[config.mk]
export PLATFORM = sky130hd
export DESIGN_NAME = parity_page_receiver
export DESIGN_NICKNAME = d
export VERILOG_FILES = /design/src/rtl/parity_page_receiver.sv
export SDC_FILE = /design/constraint.sdc
export NUM_CORES = 1
export LEC_CHECK = 0
export CORE_MARGIN = 4
export CORE_UTILIZATION = 64
export DETAILED_ROUTE_END_ITERATION = 8
export HOLD_SLACK_MARGIN = 0.15
export PLACE_DENSITY = 0.86
export SYNTH_ARGS = -nofsm -noshare
export SYNTH_HDL_FRONTEND = slang
export SYNTH_SLANG_ARGS = --single-unit
[constraint.sdc]
create_clock -name clk -period 8.7 [get_ports clk]
set_input_delay 1.74 -clock clk [delete_from_list [all_inputs] [get_ports clk]]
set_output_delay 1.74 -clock clk [all_outputs]
set_load 0.01 [all_outputs]
[src/rtl/parity_page_receiver.sv]
// parity_page_receiver: captures a PAGES-word burst, rechecks XOR parity, streams the data words out over valid/ack
module parity_page_receiver #(
  parameter int WIDTH = 32,
  parameter int PAGES = 8
) (
  input  logic             clk,
  input  logic             rst_n,
  input  logic             i_in_ready,
  input  logic [WIDTH-1:0] i_data_in,
  output logic             o_ready,
  output logic             o_done,
  output logic             o_parity_err,
  output logic             o_overrun,
  output logic             o_out_valid,
  output logic [WIDTH-1:0] o_out_data,
  input  logic             i_out_ack
);
  localparam int CW = $clog2(PAGES);
  localparam logic [CW-1:0] LAST = CW'(PAGES - 1);
  typedef enum logic [1:0] {IDLE, CAPTURE, CHECK, DRAIN} state_t;
  state_t           r_state;
  logic [CW-1:0]    r_cnt;
  logic [WIDTH-1:0] r_acc;
  logic [WIDTH-1:0] r_buf [PAGES];
  logic [CW-1:0]    w_cnt_inc;
  logic [WIDTH-1:0] w_acc_next;
  assign w_cnt_inc  = r_cnt + CW'(1);
  assign w_acc_next = r_acc ^ i_data_in;
  always_ff @(posedge clk)
    if (r_state == CAPTURE) r_buf[r_cnt] <= i_data_in;
  always_ff @(posedge clk or negedge rst_n) begin
    if (!rst_n) begin
      r_state      <= IDLE;
      r_cnt        <= '0;
      r_acc        <= '0;
      o_ready      <= 1'b1;
      o_done       <= 1'b0;
      o_parity_err <= 1'b0;
      o_overrun    <= 1'b0;
      o_out_valid  <= 1'b0;
      o_out_data   <= '0;
    end else begin
      o_done <= 1'b0;
      if (i_in_ready && r_state != IDLE) o_overrun <= 1'b1;
      case (r_state)
        IDLE: if (i_in_ready) begin
          r_state      <= CAPTURE;
          r_cnt        <= '0;
          r_acc        <= '0;
          o_parity_err <= 1'b0;
          o_ready      <= 1'b0;
        end
        CAPTURE: begin
          r_acc <= w_acc_next;
          if (r_cnt == LAST) begin
            o_parity_err <= |w_acc_next;
            o_done       <= 1'b1;
            r_state      <= CHECK;
          end else r_cnt <= w_cnt_inc;
        end
        CHECK: begin
          r_cnt       <= CW'(1);
          o_out_valid <= 1'b1;
          o_out_data  <= r_buf[CW'(1)];
          r_state     <= DRAIN;
        end
        DRAIN: if (i_out_ack) begin
          if (r_cnt == LAST) begin
            o_out_valid <= 1'b0;
            o_ready     <= 1'b1;
            r_state     <= IDLE;
          end else begin
            r_cnt      <= w_cnt_inc;
            o_out_data <= r_buf[w_cnt_inc];
          end
        end
        default: r_state <= IDLE;
      endcase
    end
  end
endmodule

=== Word-level counts from Yosys, hierarchy flattened ===
Memory sizes are Yosys's and may differ from the RTL's.
Index checks and enable logic that the tools add are counted.

* Register bits: 74
* Memory bits (writable): 256
* Logic and storage cells: 62
* Memories: 1

* $add $sub $neg: 1
* Reductions and logical operators: 14
* Equality and inequality tests: 9
* Bitwise gates (word level): 1
* Multiplexer cells: 27

{| class="wikitable"
|+ Memories
! name !! words !! width !! read ports !! clocked after memory_dff !! wr ports !! line !! source
|-
| r_buf || 8 || 32 || 2 || 0 || 1 || 24 || <nowiki>logic [WIDTH-1:0] r_buf [PAGES];</nowiki>
|}

{| class="wikitable"
|+ Operator list
! cell !! count
|-
| 32-bit case mux with 2 select lines || 2
|-
| 32-bit 2-to-1 mux || 3
|-
| 32-bit OR reduction || 1
|-
| 32-bit XOR || 1
|-
| 3-bit case mux with 4 select lines || 1
|-
| 1-bit 2-to-1 mux || 10
|-
| 3-bit 2-to-1 mux || 3
|-
| 3-bit AND reduction || 3
|-
| 2-bit 2-to-1 mux || 4
|-
| 2-bit inequality test (second input constant) || 4
|-
| 2-bit case mux with 4 select lines || 1
|-
| 4-bit AND reduction || 2
|-
| 2-bit nonzero test || 4
|-
| 1-bit case mux with 2 select lines || 3
|-
| 2-bit equality test (second input constant) || 2
|-
| 2-bit AND reduction || 2
|-
| 3-bit by 1-bit adder with 3-bit output (second input constant) || 1
|-
| 3-bit equality test (second input constant) || 1
|-
| 2-bit by 1-bit equality test with 1-bit output (second input constant) || 1
|-
| 2-bit zero test || 1
|-
| 2-bit by 1-bit inequality test with 1-bit output (second input constant) || 1
|-
| 1-bit logical AND || 1
|}

=== Longest topological paths before layout ===
An unclocked memory read counts as a cell.

* Depth after elaboration: 5
* Depth in mapped cells: 9
* Depth with buffers taken out: 7

=== Worst setup path after synthesis ===
Ideal clock, no wire load.

* Path kind: reg-to-reg
* From: register r_cnt[0]
* To: memory r_buf[0][0] (enable)
* Cell stages (with the launch flop): 5
* Clock period less this slack: 3.566 ns
* Path slack: 5.134 ns
* Data arrival time: 3.105 ns
* Cells stage by stage: dfrtp_1 -> buf_6 -> buf_2 -> nand2b_1 -> nor3_1

{| class="wikitable"
|+ RTL lines
! element !! line !! source
|-
| from (decl) || 22 || <nowiki>logic [CW-1:0] r_cnt;</nowiki>
|-
| from (signal assigned) || 59 || <nowiki>end else r_cnt <= w_cnt_inc;</nowiki>
|-
| from (signal assigned) || 73 || <nowiki>r_cnt <= w_cnt_inc;</nowiki>
|-
| to (decl) || 24 ||
|}

Straight into the memory's write port.

=== Worst setup path in the final report ===
* From: register r_cnt[0]
* To: memory r_buf[5][0] (enable)

Straight into the memory's write port.

==> impl_results.md <==
- Final worst-path cycle share: 0.414
- Ys flop type: edfxtp_1
- Critical Path End: r_buf[5][0]
- Outcome: finished, final reports clean
- Average wire per standard cell: 23.4 um
- CTS tree: done
- Final setup viols: 0
- First-pass GRT wire length: 44,500 um
- Hold Crit Depth: 1
- Drt via density: 6.26
- Vias in the first global route: 7,856
- Final hold slack: 0.456 ns
- FMAX: 0.277 GHz
- Setup repair after global routing missed its margin: no
- DIE WIDTH: 153 um
- Area Growth Syn to Fin: 15.8%
- Core ar.: 20,400 um^2
- Worst Clk Skew: 0.0185 ns
- CP required: 8.87 ns
- Total GRT Usage: 0.247
- Post-synth top cells: edfxtp_1 (256), nand2_1 (118), o21ai_0 (93), dfrtp_1 (73), mux4_2 (64)
- NumNets Final: 961
- Critical Path AT: 3.77 ns
- Leak pwr: 5.37 nW
- Clock sink count: 330
- Leading area contributor after synthesis: edfxtp_1
- Root Buffer: clkbuf_16
- # fillers: 1,116
- Synth top area share: 0.573
- FP Rows: 52
- Final wirelength: 28,400 um
- DRC viols: 0
- Final Total Pwr: 5.39 mW
- Chip height: 153 um
- Critical path capture point type: register
- Half-perimeter wire length after placement: 15,500 um
- Worst hold path class: register to register
- Fin crit period: 3.60 ns
- Via count: 7,596
- Port Buffers: 72
- H-tree Lvls: 2
- Setup ws final: 5.10 ns
- Worst Setup SP: r_cnt[0]
- Global route total overflow: 0
- Yosys warnings: 0
- # diodes: 0
- Cells after Synth: 837
- CTS Buf Count: 34
- Layout cell share with drive strength beyond 1: 0.157
- Final Hold Fails: 0
- Worst R2R Path Depth: 4
- Most frequent cell after synthesis: edfxtp_1
- Max Cap Viol: 0
- Synth top area cells: edfxtp_1 (57%), dfrtp_1 (14%), mux4_2 (11%)
- Antenna violations before repair: 0
- Reg-to-reg startpoint: r_cnt[0]
- IO Pins: 73
- Skew-Pair Late Insertion Delay: 0.51 ns
- #FFs+latches synth: 330
- Worst-case clock buffer depth: 3
- Share of the yosys chip area belonging to registers: 0.711
- ANT nets after route: 0
- Hold buffers post-CTS: 0
- Least-Margin Pin Slew: 1.22 ns
- Post-Syn Nets: 880
- Worst IR Drop VDD: 0.233 mV
- Crit-path max FO: 38
- Pre-antenna DRT Iters: 6
- Pwr Density: 346 nW/um^2
- Initial Util: 0.657
- Startpoint Class: register
- Starting DRC count in detailed routing: 661
- Cells resized by post-CTS repair: 0
- TNS Setup: 0 ns
- CTS clk-pin slew, worst paths: 0.06 ns
- Max_slew headroom: 0.185
- Max Slew Vio Count: 0
- Reg-to-Reg End: r_buf[5][0]
- Pin count of the biggest net entering global routing: 75
- Post-CTS Setup Inserts: 0
- Post-synth EDFFs: 256
- Unique masters post-synth: 34
- Worst Setup Path Type: register to register
- GP Congestion: 0.816
- FFs w/ async S/R, synth: 0.224
- Worst slack at placement: 4.75 ns
- Synthesized area per cell: 16.0 um^2
- R2R setup slack: 5.10 ns
- Syn Std Cell Area: 13,400 um^2
- Die ar.: 23,400 um^2
worst max-delay path, stage by stage (launching register included):
cell and delay [ns]:
dfrtp_4 0.81, buf_4 0.75, nand2_1 0.31, nor2_2 0.89
buf_4 0.47
how the worst min path moves through the flow:
stage                     startpoint         to  slack, ns
after global routing       o_overrun  o_overrun       0.49
after global placement     o_overrun  o_overrun       0.44
after detailed placement   o_overrun  o_overrun       0.44
after CTS                  o_overrun  o_overrun       0.46
after floorplan            r_acc[12]  r_acc[12]       0.46
final                      o_overrun  o_overrun       0.46
final cells by class:
type / instances / area (um^2) / area share
Clock inverter: 12 / 136 / 0.00877
Timing Repair Buffer: 87 / 831 / 0.0534
Clock buffer: 50 / 1010 / 0.0653
Tap cell: 270 / 338 / 0.0217
Multi-Input combinational cell: 455 / 3650 / 0.235
Inverter: 10 / 37.5 / 0.00241
Sequential cell: 330 / 9540 / 0.614
per-layer routing:
| layer | part of all wire | routed length (um) | GRT usage |
|---|---|---|---|
| met4 | 0.022 | 635 | 0.0687 |
| met3 | 0.061 | 1720 | 0.0447 |
| met2 | 0.53 | 14900 | 0.426 |
| met5 | 0 | 0 | 0 |
| met1 | 0.39 | 11100 | 0.329 |
report_power, final:
group	leakage (nW)	switching, mW	internal [mW]
combinational	1.57	0.961	0.792
sequential	3.24	0.172	1.99
clock	0.567	0.573	0.900
total	5.37	1.71	3.68
logic make-up (layout without fill, tap and decap cells):
family	Yosys count	in the layout	share of synthesized area
compound gates	147	147	0.0573
fa+ha+maj	7	7	0.00652
mux	98	98	0.133
buf+inv	52	159	0.0211
xor+xnor	11	11	0.00718
flops	330	330	0.711
simple gates	192	192	0.0644
layout by cell type, fill, tap and decap left out, types with 2 or more instances in the layout:
| cell type | synthesis | final |
|---|---|---|
| nor4_1 | 3 | 3 |
| buf_4 | 5 | 16 |
| nor2b_1 | 2 | 2 |
| ha_2 | 0 | 3 |
| nand3_1 | 2 | 2 |
| clkdlybuf4s50_1 | 0 | 71 |
| bufinv_16 | 0 | 3 |
| nor2_2 | 0 | 6 |
| clkinv_2 | 0 | 7 |
| o21ai_1 | 40 | 40 |
| a21oi_1 | 3 | 3 |
| mux4_2 | 64 | 64 |
| o21a_1 | 2 | 2 |
| clkbuf_16 | 0 | 37 |
| dfrtp_1 | 73 | 72 |
| clkbuf_8 | 0 | 4 |
| xnor2_1 | 11 | 11 |
| o2111ai_1 | 4 | 4 |
| nand2_1 | 118 | 118 |
| ha_1 | 7 | 4 |
| mux2i_1 | 33 | 32 |
| nand2b_1 | 40 | 40 |
| nand4_1 | 8 | 8 |
| and2_1 | 2 | 2 |
| nor2_1 | 14 | 8 |
| inv_1 | 10 | 10 |
| clkbuf_1 | 22 | 9 |
| o21ai_0 | 93 | 93 |
| nor3_2 | 0 | 2 |
| edfxtp_1 | 256 | 256 |
registers in the layout, indices dropped and copies added, names as in the netlist, 2 cells and up:
signal,flops
r_cnt,3
o_out_data,32
r_acc,32
r_state,2
r_buf,256
per-stage QoR:
step / area [um^2] / util / cells
6_report: 15500 / 0.761 / 1214
2_1_floorplan: 13400 / - / 837
3_5_place_dp: 14400 / 0.705 / 1152
4_1_cts: 15500 / 0.761 / 1214
3_3_place_gp: 14400 / 0.705 / 1152
5_1_grt: 15500 / 0.761 / 1214
Power figures use the tool's default switching activity.
